$ cat src/rtl/fp_pkg.sv
// Shared single-precision field widths, constants and types
// for the FP datapath units.
package fp_pkg;

  localparam int EXP_W   = 8;
  localparam int MAN_W   = 23;
  localparam int FP_BIAS = 127;

  localparam logic [31:0] FP_POS_INF = 32'h7F80_0000;
  localparam logic [31:0] FP_QNAN    = 32'h7FC0_0000;

  typedef enum logic [2:0] {
    IDLE,
    CHECK,
    DIV,
    ROUND,
    DONE
  } fp_div_state_t;

  typedef struct packed {
    logic             is_zero;
    logic             is_inf;
    logic             is_nan;
    logic             sign;
    logic [EXP_W-1:0] exp;
    logic [MAN_W-1:0] man;
  } fp_class_t;

endpackage

$ cat src/rtl/fp_classify.sv
// Combinational unpack of one single-precision operand.
// Denormals classify as zero.
module fp_classify
  import fp_pkg::*;
(
  input  logic [31:0] fp_in,
  output fp_class_t   cls
);

  logic exp_max;
  logic man_nz;

  assign exp_max = &fp_in[30:23];
  assign man_nz  = |fp_in[22:0];

  assign cls.sign    = fp_in[31];
  assign cls.exp     = fp_in[30:23];
  assign cls.man     = fp_in[22:0];
  assign cls.is_zero = ~|fp_in[30:23];
  assign cls.is_inf  = exp_max & ~man_nz;
  assign cls.is_nan  = exp_max & man_nz;

endmodule

$ cat src/rtl/fp_div_iter.sv
// Multi-cycle single-precision divider: restoring
// division, one quotient bit per cycle, RNE rounding.
module fp_div_iter
  import fp_pkg::*;
#(
  parameter logic [31:0] QNAN_VALUE = FP_QNAN
) (
  input  logic        clk,
  input  logic        reset,
  input  logic        start,
  input  logic [31:0] fp_a,
  input  logic [31:0] fp_b,
  output logic        busy,
  output logic        done,
  output logic [31:0] fp_result,
  output logic        flag_invalid,
  output logic        flag_divzero,
  output logic        flag_overflow
);

  fp_div_state_t state_q, state_d;
  logic [31:0] a_q, a_d, b_q, b_d;
  logic [9:0]  exp_q, exp_d;
  logic [24:0] rem_q, rem_d;
  logic [26:0] q_q, q_d;
  logic [4:0]  cnt_q, cnt_d;
  logic [31:0] res_q, res_d;
  logic        inv_q, inv_d;
  logic        dz_q, dz_d;
  logic        ovf_q, ovf_d;

  fp_class_t ca, cb;

  fp_classify u_cls_a (.fp_in(a_q), .cls(ca));
  fp_classify u_cls_b (.fp_in(b_q), .cls(cb));

  logic        sgn;
  logic [31:0] inf_res, zero_res;
  assign sgn      = ca.sign ^ cb.sign;
  assign inf_res  = {sgn, FP_POS_INF[30:0]};
  assign zero_res = {sgn, 31'd0};

  logic [23:0] mb;
  logic        ge;
  logic [24:0] diff;
  assign mb   = {1'b1, cb.man};
  assign ge   = rem_q >= {1'b0, mb};
  assign diff = rem_q - {1'b0, mb};

  logic [22:0] r_frac;
  logic        r_g, r_s, r_up;
  logic [9:0]  r_exp0, r_exp;
  logic [32:0] r_pk;

  assign r_frac = q_q[26] ? q_q[25:3] : q_q[24:2];
  assign r_g    = q_q[26] ? q_q[2] : q_q[1];
  assign r_s    = (q_q[26] ? |q_q[1:0] : q_q[0])
                | (rem_q != '0);
  assign r_exp0 = q_q[26] ? exp_q : exp_q - 10'd1;
  assign r_up   = r_g & (r_s | r_frac[0]);
  // Carry out of the fraction rolls into the exponent.
  assign r_pk   = {r_exp0, r_frac} + 33'(r_up);
  assign r_exp  = r_pk[32:23];

  always_comb begin
    state_d = state_q;
    a_d     = a_q;
    b_d     = b_q;
    exp_d   = exp_q;
    rem_d   = rem_q;
    q_d     = q_q;
    cnt_d   = cnt_q;
    res_d   = res_q;
    inv_d   = inv_q;
    dz_d    = dz_q;
    ovf_d   = ovf_q;
    unique case (state_q)
      IDLE, DONE: begin
        if (state_q == DONE) state_d = IDLE;
        if (start) begin
          a_d     = fp_a;
          b_d     = fp_b;
          inv_d   = 1'b0;
          dz_d    = 1'b0;
          ovf_d   = 1'b0;
          state_d = CHECK;
        end
      end
      CHECK: begin
        state_d = DONE;
        if (ca.is_nan | cb.is_nan) begin
          res_d = QNAN_VALUE;
          inv_d = 1'b1;
        end else if ((ca.is_zero & cb.is_zero)
                   | (ca.is_inf & cb.is_inf)) begin
          res_d = QNAN_VALUE;
          inv_d = 1'b1;
        end else if (ca.is_inf) begin
          res_d = inf_res;
        end else if (cb.is_zero) begin
          res_d = inf_res;
          dz_d  = 1'b1;
        end else if (ca.is_zero | cb.is_inf) begin
          res_d = zero_res;
        end else begin
          exp_d   = {2'b00, ca.exp} - {2'b00, cb.exp}
                  + 10'(FP_BIAS);
          rem_d   = {2'b01, ca.man};
          q_d     = '0;
          cnt_d   = '0;
          state_d = DIV;
        end
      end
      DIV: begin
        q_d   = {q_q[25:0], ge};
        rem_d = (ge ? diff : rem_q) << 1;
        cnt_d = cnt_q + 5'd1;
        if (cnt_q == 5'd26) state_d = ROUND;
      end
      ROUND: begin
        state_d = DONE;
        if ($signed(r_exp) >= 10'sd255) begin
          res_d = inf_res;
          ovf_d = 1'b1;
        end else if ($signed(r_exp) <= 10'sd0) begin
          res_d = zero_res;
        end else begin
          res_d = {sgn, r_exp[7:0], r_pk[22:0]};
        end
      end
      default: state_d = IDLE;
    endcase
  end

  always_ff @(posedge clk) begin
    if (reset) begin
      state_q <= IDLE;
      a_q     <= '0;
      b_q     <= '0;
      exp_q   <= '0;
      rem_q   <= '0;
      q_q     <= '0;
      cnt_q   <= '0;
      res_q   <= '0;
      inv_q   <= 1'b0;
      dz_q    <= 1'b0;
      ovf_q   <= 1'b0;
    end else begin
      state_q <= state_d;
      a_q     <= a_d;
      b_q     <= b_d;
      exp_q   <= exp_d;
      rem_q   <= rem_d;
      q_q     <= q_d;
      cnt_q   <= cnt_d;
      res_q   <= res_d;
      inv_q   <= inv_d;
      dz_q    <= dz_d;
      ovf_q   <= ovf_d;
    end
  end

  assign busy          = (state_q == CHECK)
                       | (state_q == DIV)
                       | (state_q == ROUND);
  assign done          = state_q == DONE;
  assign fp_result     = res_q;
  assign flag_invalid  = inv_q;
  assign flag_divzero  = dz_q;
  assign flag_overflow = ovf_q;

endmodule

$ cat config.mk
export PLATFORM = sky130hd
export DESIGN_NAME = fp_div_iter
export DESIGN_NICKNAME = d
export VERILOG_FILES = /design/src/rtl/fp_pkg.sv /design/src/rtl/fp_classify.sv /design/src/rtl/fp_div_iter.sv
export SDC_FILE = /design/constraint.sdc
export NUM_CORES = 1
export LEC_CHECK = 0
export BUFFER_PORTS_ARGS = -buffer_cell sky130_fd_sc_hd__buf_4
export CAP_MARGIN = 20
export CORE_MARGIN = 3
export CORE_UTILIZATION = 30
export CTS_CLUSTER_DIAMETER = 200
export CTS_CLUSTER_SIZE = 25
export DETAILED_ROUTE_END_ITERATION = 12
export PLACE_DENSITY_LB_ADDON = 0.3
export REMOVE_ABC_BUFFERS = 1
export SLEW_MARGIN = 20
export SYNTH_ARGS = -nofsm -noshare
export SYNTH_HDL_FRONTEND = slang
export SYNTH_SLANG_ARGS = --single-unit
$ cat constraint.sdc
create_clock -name clk -period 5.44 [get_ports clk]
set_clock_uncertainty 0.05 [all_clocks]
set_input_delay 0 -clock clk [delete_from_list [all_inputs] [get_ports clk]]
set_output_delay 0 -clock clk [all_outputs]
set_load 0.1 [all_outputs]
Word level (Yosys, flattened, before mapping)
Index checks and enable logic that the tools add are counted.

storage, ports and cells
  flip-flop bits (word level) = 169
  input bits = 67
  logic and storage cells = 133

operators by class
  $add $sub $neg = 6
  $lt $le $gt $ge = 3
  equality and inequality tests = 17
  mux-type cells = 51
  bitwise gates (word level) = 21
  reductions and logical operators = 24

operator list
  cell                                                                                  number
  32-bit 2-to-1 mux                                                                     5
  27-bit 2-to-1 mux                                                                     5
  25-bit 2-to-1 mux                                                                     5
  32-bit case mux with 2 select lines                                                   1
  31-bit 2-to-1 mux                                                                     2
  27-bit case mux with 2 select lines                                                   1
  25-bit case mux with 2 select lines                                                   1
  23-bit OR reduction                                                                   2
  33-bit by 1-bit adder with 33-bit output                                              1
  25-bit by 24-bit greater-or-equal comparator with 1-bit output                        1
  5-bit 2-to-1 mux                                                                      5
  25-bit nonzero test                                                                   1
  24-bit 2-to-1 mux                                                                     1
  3-bit 2-to-1 mux                                                                      8
  24-bit subtractor                                                                     1
  23-bit 2-to-1 mux                                                                     1
  6-bit AND reduction                                                                   3
  2-bit != test, second input constant                                                  8
  8-bit AND reduction                                                                   2
  8-bit OR reduction                                                                    2
  3-bit case mux with 4 select lines                                                    1
  9-bit by 8-bit adder with 10-bit output, second input constant                        1
  10-bit by 9-bit greater-or-equal comparator with 1-bit output, second input constant  1
  10-bit by 1-bit less-or-equal comparator with 1-bit output, second input constant     1
  24 further kinds                                                                      62

Longest topological paths before layout
  depth in word-level cells = 10
  gate-level depth with buffers = 19
  gate-level depth less buffers = 13

By module
From an unflattened synthesis, not the netlist that was laid out.

second synthesis, totals
  cell total of the unflattened synthesis = 1,344
  area, all modules = 10,287.4 um^2

modules (own cells, without submodules)
  module       times used  cells an instance  area an instance (um^2)
  fp_div_iter  1           1,248              9,609.2
  fp_classify  2           48                 339.1

Worst setup path after synthesis
No wires, ideal clock.

  path kind = flip-flop to flip-flop
  start = reg q_q[26]
  end = reg res_q[22] (netlist: fp_result[22])
  library setup time = 0.080 ns
  arrival time = 4.501 ns
  data required time = 5.310 ns
  path slack = 0.809 ns
  cell stages (with the launch flop) = 19
  period minus slack after synthesis = 4.631 ns
  cells stage by stage = dfxtp_1 -> buf_6 -> buf_6 -> buf_2 -> clkbuf_1 -> clkbuf_1 -> clkbuf_1 -> clkbuf_1 -> mux2_2 -> ha_1 -> nand3_1 -> nor4_1 -> nand4_1 -> nor3_1 -> xor2_1 -> nor4_1 -> a41o_1 -> or4_1 -> a211oi_2

between the ends
  cells in the longest elaborated chain, start to end = 9

RTL lines
  item                                                        RTL line            source
  start: declaration                                          fp_div_iter.sv:25   logic [26:0] q_q, q_d;
  start signal: assignment                                    fp_div_iter.sv:154  q_q <= q_d;
  1-bit 2-to-1 mux                                            fp_div_iter.sv:57   assign r_s = (q_q[26] ? |q_q[1:0] : q_q[0])
  1-bit OR                                                    fp_div_iter.sv:58   | (rem_q != '0);
  1-bit OR                                                    fp_div_iter.sv:60   assign r_up = r_g & (r_s | r_frac[0]);
  1-bit bitwise AND                                           fp_div_iter.sv:60
  33-bit by 1-bit adder with 33-bit output *                  fp_div_iter.sv:62   assign r_pk = {r_exp0, r_frac} + 33'(r_up);
  10-bit by 1-bit less-or-equal comparator with 1-bit output  fp_div_iter.sv:125  end else if ($signed(r_exp) <= 10'sd0) begin
  31-bit 2-to-1 mux                                           fp_div_iter.sv:125
  31-bit 2-to-1 mux *                                         fp_div_iter.sv:122  if ($signed(r_exp) >= 10'sd255) begin
  32-bit case mux with 2 select lines *                       fp_div_iter.sv:77   unique case (state_q)
  end signal: assignment                                      fp_div_iter.sv:156  res_q <= res_d;
  end: declaration                                            fp_div_iter.sv:27   logic [31:0] res_q, res_d;

Mark *: on every way between the ends. The rest lies on a longest branch, timed or not.
A chain may end at the register's enable or synchronous reset.

Final worst setup path
  start = reg q_q[26]
  end = reg res_q[1] (netlist: fp_result[1])

The elaborated chain is that of the path after synthesis.

==> impl_metrics.yaml <==
outcome:
  status: "finished, final reports clean"
cells_and_area:
  syn_to_final_growth_pct: 22.9
  drive_gt1_frac: 0.122
  antenna_cells: 0
  multiInputGateArea_sq_um: 6090
  final-instance-count-excl-fill: 1870
  design_area_sq_um: 12300
  ff_latch_area_sq_um: 3380
  fin_nets: 1520
  n_fill_cell: 3435
  final_common_cell: "nand2_1"
  layout_common_cells: "nand2_1, dfxtp_1, a21oi_1"
grt:
  grt_antenna_before_repair: 0
  grt_pass1_vias: 8962
  grtUsageMet1: 0.220
  grt_util_all_layers: 0.158
  globalRouteMet2Util: 0.253
  top_usage_layer: "met2"
  grt_overflow: 0
  use_met3: 0.0285
  grt_first_pass_wirelength_um: 46200
  grt_max_degree: 92
yosys:
  synth_seq_area_share: 0.339
  synth_area_sq_um: 9990
  synthArstFlopShare: 0
  ys_ff_latch: 169
  yosys_warnings: 0
  synth.distinct_cells: 71
  syn_avg_cell_area_sq_um: 7.65
  synthFlopType: "dfxtp_1"
  synth_edf_count: 0
  synthCells: 1307
setup_path:
  crit_buf_inv: 2
  r2r_setup_slack_ps: 1350
  start_kind: "flip-flop"
  r2r_cells: 11
  critical_path.top_delay_family: "simple AND/OR/NAND/NOR gates"
  crit_start: "q_q[26]"
  cp.depth: 11
  critPathKind: "flip-flop to flip-flop"
  crit_arrival_ps: 4360
  cp.required_ps: 5720
  crit_path_max_incr_delay_ps: 740
  reg2reg_to: "fp_result[1]"
  worstPathCellList: "buf_4 -> nand2_1 -> a2111oi_0 -> nand4_1 -> nor3_1 -> xor2_1 -> nand3_1 -> nor4_1 -> nor4_4 -> buf_4 -> a22o_1"
  critical_path.endpoint_type: "flip-flop"
  timing.rr.start: "q_q[26]"
  slowest_stage: "a2111oi_0"
  crit_path_frequent_cell: "buf_4"
  endpoint: "fp_result[1]"
  path_max_fanout: 28
routing:
  vias: 9540
  via_per_inst: 5.10
  route.detailed.drc: 0
  first_pass_iters: 5
  ant_nets: 0
  avgRoutedWirePerCell_um: 15.0
  wl_um: 28000
  drt_iter0_drc: 637
die:
  core_sq_um: 32700
  die_w_um: 189
  io_pins: 104
  die_h_um: 189
  row_count: 66
  start_util: 0.306
  dieArea_sq_um: 35500
placed_design:
  dp_cells: 1773
  placed_cell_area_sq_um: 11100
  place_congestion: 0.863
  io_buffers: 103
  dp_hpwl_um: 19700
cts:
  cts_num_sinks: 169
  cts_tree: "built"
  cts_max_level: 4
  cts_buffer_depth: 2
  clkTransAtPathRegs_ps: 70
  insertion_delay_ps: 440
  postCtsResizedCells: 0
  cts_buffers: 17
  clock-root-buffer: "clkbuf_16"
timing:
  slew_violations: 0
  min_period_over_period: 0.751
  hold_viol_final: 0
  rsz0062_at_grt: "no"
  max-slew-margin-rel: 0.354
  fmax_mhz: 245
  worst_pin_slew_ps: 969
  fin_crit_ps: 4090
  setup_viol: 0
  setup_tns_ps: 0
pwr:
  ir_drop_uv: 222
  powerDensity_nw_per_um2: 282
  finalPower_w: 0.00347
  power.leakage_nw: 4.73
job:
  max_cap_viol_count: 0
worst_hold_path:
  hold_class: "input pin to flip-flop"
==> worst min-delay path by stage <==
stage                     slack (ps)    start  cells past startpoint       endpoint
after floorplan                   10    reset                      1  fp_result[22]
after global placement           200  fp_b[8]                      3         b_q[8]
after detailed placement         210  fp_b[9]                      3         b_q[9]
after CTS                        130    reset                      2       cnt_q[0]
after global routing             170    reset                      2       cnt_q[1]
final                            150    reset                      2       cnt_q[0]
==> repair_timing <==
item                      4_1_cts  5_1_grt
setup buffers                   0        0
hold endpoints to repair       65        0
hold buffers                   65        0
==> layout make-up <==
| type | instances | share of cell area |
|---|---|---|
| Multi-Input combinational cell | 995 | 0.495 |
| Clock inverter | 15 | 0.0108 |
| Tap cell | 442 | 0.0450 |
| Timing Repair Buffer | 179 | 0.123 |
| Inverter | 53 | 0.0162 |
| Sequential cell | 169 | 0.275 |
| Clock buffer | 17 | 0.0346 |
==> registers in the layout, indices dropped and copies added, names as in the netlist, 3 cells and up <==
register,cells
exp_q,10
cnt_q,5
a_q,32
b_q,32
rem_q,25
state_q,3
fp_result,32
q_q,27
==> where the power goes <==
group          leakage (nW)  internal [W]  switching, W
sequential             1.38       0.00129     0.0000608
combinational          3.08      0.000386      0.000560
clock                 0.271      0.000603      0.000568
total                  4.73       0.00228       0.00119
==> logic make-up (layout without fill, tap and decap cells) <==
| kind of cell | Yosys count | in the layout | synth area share |
|---|---|---|---|
| adders and majority gates | 38 | 38 | 0.0491 |
| and+or+nand+nor | 525 | 525 | 0.250 |
| xor gates and xnor gates | 60 | 60 | 0.0526 |
| muxes | 41 | 41 | 0.0418 |
| DFF | 169 | 169 | 0.339 |
| AOI/OAI and AO/OA | 331 | 331 | 0.212 |
| buffers and inverters | 143 | 264 | 0.0565 |
==> stage by stage <==
step,worst slack [ps],utilization,hold WS [ps]
finish,1350,0.376,148
floorplan,258,-,14.6
CTS,1350,0.376,131
global placement,1480,0.339,197
global route,974,0.376,169
detailed placement,1400,0.339,206
==> routing by layer <==
metal  wire length (um)  vias up  part of all wire
met1              13700     4451              0.49
li1                   -     4864                 -
met2              12800      196              0.46
met3               1120       29             0.040
met5                  0        -                 0
met4                364        0             0.013
==> cells in the mapped netlist (6+ instances only) <==
cell,number,area (sq um)
a211oi_1,27,203
a21o_1,11,82.6
a21oi_1,144,721
a22o_1,23,201
a22oi_1,13,97.6
a311oi_1,10,87.6
and2_1,7,43.8
and3_1,10,62.6
buf_1,11,41.3
buf_2,6,30.0
clkbuf_1,69,259
dfxtp_1,169,3380
ha_1,36,450
inv_1,53,199
mux2_2,6,67.6
mux2i_1,35,350
nand2_1,223,837
nand2b_1,14,87.6
nand3_1,58,290
nand4_1,21,131
nor2_1,80,300
nor2b_1,14,87.6
nor3_1,32,160
nor4_1,26,163
o21a_1,8,60.1
o21ai_0,31,155
o22ai_1,13,81.3
or3_1,8,50.1
xnor2_1,41,359
xor2_1,19,166
(Power assumes the default switching activity.)
